==> src/rtl/hex_word_scroller.sv <==
// Rotates the message "dE1 " across four HEX digits, one position per
// timebase tick or per rising edge of a manual step input.
module hex_word_scroller #(
  parameter int TICK_DIV = 50000000
) (
  input  logic       CLOCK_50,
  input  logic       reset,
  input  logic       enable,
  input  logic       dir,
  input  logic       step,
  output logic [7:0] codes,
  output logic [1:0] offset,
  output logic       tick
);

  localparam int CW = $clog2(TICK_DIV);
  localparam logic [CW-1:0] CNT_LAST = CW'(TICK_DIV - 1);

  logic [CW-1:0] r_cnt;
  logic [1:0]    r_off;
  logic          r_tick;
  logic          r_step_q;

  logic          w_auto;
  logic          w_step_ev;
  logic          w_adv;
  logic [1:0]    w_next_off;
  logic [1:0]    w_c3;
  logic [1:0]    w_c2;
  logic [1:0]    w_c1;
  logic [1:0]    w_c0;

  assign w_auto     = enable && (r_cnt == CNT_LAST);
  assign w_step_ev  = step && !r_step_q;
  // A coincident auto and step event still moves by a single position.
  assign w_adv      = w_auto || w_step_ev;
  assign w_next_off = dir ? r_off + 2'd1 : r_off - 2'd1;

  always_ff @(posedge CLOCK_50) begin
    if (reset) begin
      r_cnt    <= '0;
      r_off    <= 2'd0;
      r_tick   <= 1'b0;
      r_step_q <= 1'b0;
    end else begin
      r_step_q <= step;
      r_tick   <= w_auto;
      if (enable) begin
        r_cnt <= w_auto ? '0 : r_cnt + CW'(1);
      end
      if (w_adv) begin
        r_off <= w_next_off;
      end
    end
  end

  // HEX i shows message index (offset + 3 - i) mod 4.
  assign w_c3 = r_off;
  assign w_c2 = r_off + 2'd1;
  assign w_c1 = r_off + 2'd2;
  assign w_c0 = r_off + 2'd3;

  assign codes  = {w_c3, w_c2, w_c1, w_c0};
  assign offset = r_off;
  assign tick   = r_tick;

endmodule

==> config.mk <==
export PLATFORM = sky130hd
export DESIGN_NAME = hex_word_scroller
export DESIGN_NICKNAME = d
export VERILOG_FILES = /design/src/rtl/hex_word_scroller.sv
export SDC_FILE = /design/constraint.sdc
export NUM_CORES = 1
export LEC_CHECK = 0
export CAP_MARGIN = 25
export CORE_UTILIZATION = 35
export CTS_CLUSTER_DIAMETER = 40
export CTS_CLUSTER_SIZE = 28
export DETAILED_ROUTE_END_ITERATION = 10
export PLACE_DENSITY = 0.64
export SYNTH_ARGS = -nofsm -noshare
export SYNTH_HDL_FRONTEND = slang
export SYNTH_SLANG_ARGS = --single-unit
==> constraint.sdc <==
create_clock -name CLOCK_50 -period 2.2 [get_ports CLOCK_50]
set_input_delay 0.22 -clock CLOCK_50 [delete_from_list [all_inputs] [get_ports CLOCK_50]]
set_output_delay 0.22 -clock CLOCK_50 [all_outputs]
set_load 0.01 [all_outputs]
==> reports/metrics.cfg <==
[place]
placed_area_um2=1640
io_buffer_count=15
place.gp.congestion=0.854
place_hpwl_mm=2.10

[grt]
antenna_found_initial=0
track_usage_pct=15.5
grt_pass1_wl_mm=4.89
first_global_vias=1074
overflow=0
grt_max_degree=24

[synthesis]
ys.flop_type=dfxtp_1
syn_area_per_cell_um2=8.76
synth-edff-count=0
synthArstFlopShare_pct=0
netlist_area_um2=1450
postSynthCellCount=165
synth_fp_nets=171
ys_seq_elements=30
ys_seq_area_share_pct=41.6
yosys_warnings=0
synth_cell_types=31

[setup_path]
critPathMaxFanout=23
required_ns=2.35
worst-r2r-cell-count=6
r2r-end=r_cnt[3]
arrival_ns=2.15
crit_type=reg -> reg
crit_path_end_kind=register
crit_path_start=r_cnt[0]
path_cells=ha_1, nand3_1, nor4_2, nand4_2, nand2b_2, nor2_1
r2r_start=r_cnt[0]
critPathLaunchType=register
cp_slowest_cell=nand2b_2
crit_path_max_incr_delay_ns=0.44
crit_buf_inv=0
reg2reg_slack_ns=0.20
crit_family=simple AND/OR/NAND/NOR gates

[cells_and_area]
finalNetCount=190
syn2layout_area_growth_pct=18.7
diodes=0
drive_gt1_share_pct=10.3
design_area_um2=1720
finalCoreUtilization_pct=45.2

[pwr]
power_leakage_uw=0.000607
power.density_nw_per_um2=613
ir_drop_mv=0.309

[route]
antenna_left=0
drt-vias-per-instance=4.99
first_pass_iters=4
drc=0
drt-total-wl_mm=2.85
drt-initial-drc-count=28
wl_per_cell_um=12.3
num_vias=1157

[sta]
fmax_mhz=499
rsz0062_at_grt=false
setup_tns_ns=0
fin_skew_ns=0.00437
timing.final.crit_share_pct=91.1
fin_crit_ns=2.00
maxSlewHeadroom_pct=67.2
tightest_slew_ns=0.488
hold_viol_final=0
setup_violations=0
slew_viol_final=0

[clock_network]
cts_resized=0
clk_path_buf_depth=2
cts.reportedPaths.clkPinSlew_ns=0.06
clock-root-buffer=clkbuf_8
cts_tree=built
clkLatencyLatePin_ns=0.28
cts_hold_buf=0
cts_max_level=2
cts_setup_buffers=0
cts.sinks=30
cts_buffers=5

[worst_hold_path]
hp-class=reg -> reg
whs_endpoint=r_cnt[1]
min_from=r_cnt[1]
min_path_cells=2

[floorplanning]
fp.coreArea_um2=3800
die_w_um=66.3
die_h_um=66.3
dieArea_um2=4390
initial_utilization_pct=38.0
num_rows=22
ios=16

[run]
maxCapViolCount=0

[run_status]
status=finished, final reports clean

## layout make-up
type                       count  area [µm²]
fill                         382        2080
multi-input combinational    121         768
sequential                    30         601
timing repair buffer          20         188
clock buffer                   7        76.3
tap                           48        60.1
inverter                       6        22.5
## flip-flops by register name, summed over array words and instances (netlist names)
name	cells
tick	1
r_step_q	1
r_cnt	26
offset	2
## report_power, final
part	internal, µW	switching (µW)	leakage [µW]
combinational	51.8	38.2	0.000326
sequential	551	8.18	0.000243
clock	217	186	0.0000383
## kinds of logic after synthesis
logic type | after synthesis | synth area share [%]
muxes | 1 | 0.779
DFF | 30 | 41.6
and+or+nand+nor | 88 | 33.6
AOI/OAI and AO/OA | 5 | 2.16
buffers and inverters | 14 | 5.28
adders and majority gates | 1 | 0.866
xor gates and xnor gates | 26 | 15.8
## routing by layer
layer / wire [µm] / GRT usage [%]
met5: 0 / 0
met4: 87 / 10.4
met3: 119 / 4.14
met2: 1310 / 23.5
met1: 1340 / 19.1
## through the flow
step	std cells	total power, µW	setup WS [ns]	hold WS [ns]
5_1_grt	232	1090	0.0138	0.531
6_report	232	1050	0.195	0.513
4_1_cts	232	1060	0.166	0.516
3_5_place_dp	225	662	0.0844	0.509
3_3_place_gp	225	660	0.161	0.480
2_1_floorplan	165	621	0.419	0.348
## worst register-to-register path, delay by kind of cell, from the launching register on
kind          cells  cell delay, ns
fa+ha+maj         1            0.23
flops             1            0.38
simple gates      5            1.26
## layout by cell type (no fill, tap or decap), drive strengths merged
| master | n |
|---|---|
| a21o | 1 |
| a21oi | 4 |
| and3 | 1 |
| buf | 5 |
| clkbuf | 7 |
| clkdlybuf4s50 | 15 |
| dfxtp | 30 |
| ha | 1 |
| inv | 6 |
| mux2 | 1 |
| nand2 | 11 |
| nand2b | 4 |
| nand3 | 12 |
| nand3b | 1 |
| nand4 | 12 |
| nor2 | 33 |
| nor2b | 1 |
| nor3 | 5 |
| nor4 | 4 |
| nor4b | 3 |
| or4 | 1 |
| xnor2 | 9 |
| xor2 | 17 |
## worst max path at each step
stage	cells after the start	end
floorplan	6	offset[1]
global placement	6	r_cnt[15]
detailed placement	6	r_cnt[3]
CTS	6	r_cnt[3]
global route	6	r_cnt[3]
finish	6	r_cnt[3]
## synth_stat cells (2+ instances only)
cell | instances | area [µm²]
nor2_1 | 32 | 120
dfxtp_1 | 30 | 601
xor2_1 | 17 | 149
nand3_1 | 12 | 60.1
nand2_1 | 11 | 41.3
nand4_1 | 10 | 62.6
xnor2_1 | 9 | 78.8
buf_4 | 6 | 45.0
inv_1 | 6 | 22.5
nor3_1 | 4 | 20.0
a21oi_1 | 3 | 15.0
nand2b_1 | 3 | 18.8
nor4b_1 | 3 | 26.3
nor4_1 | 2 | 12.5
Note: power is estimated with default switching activity, not from simulation.
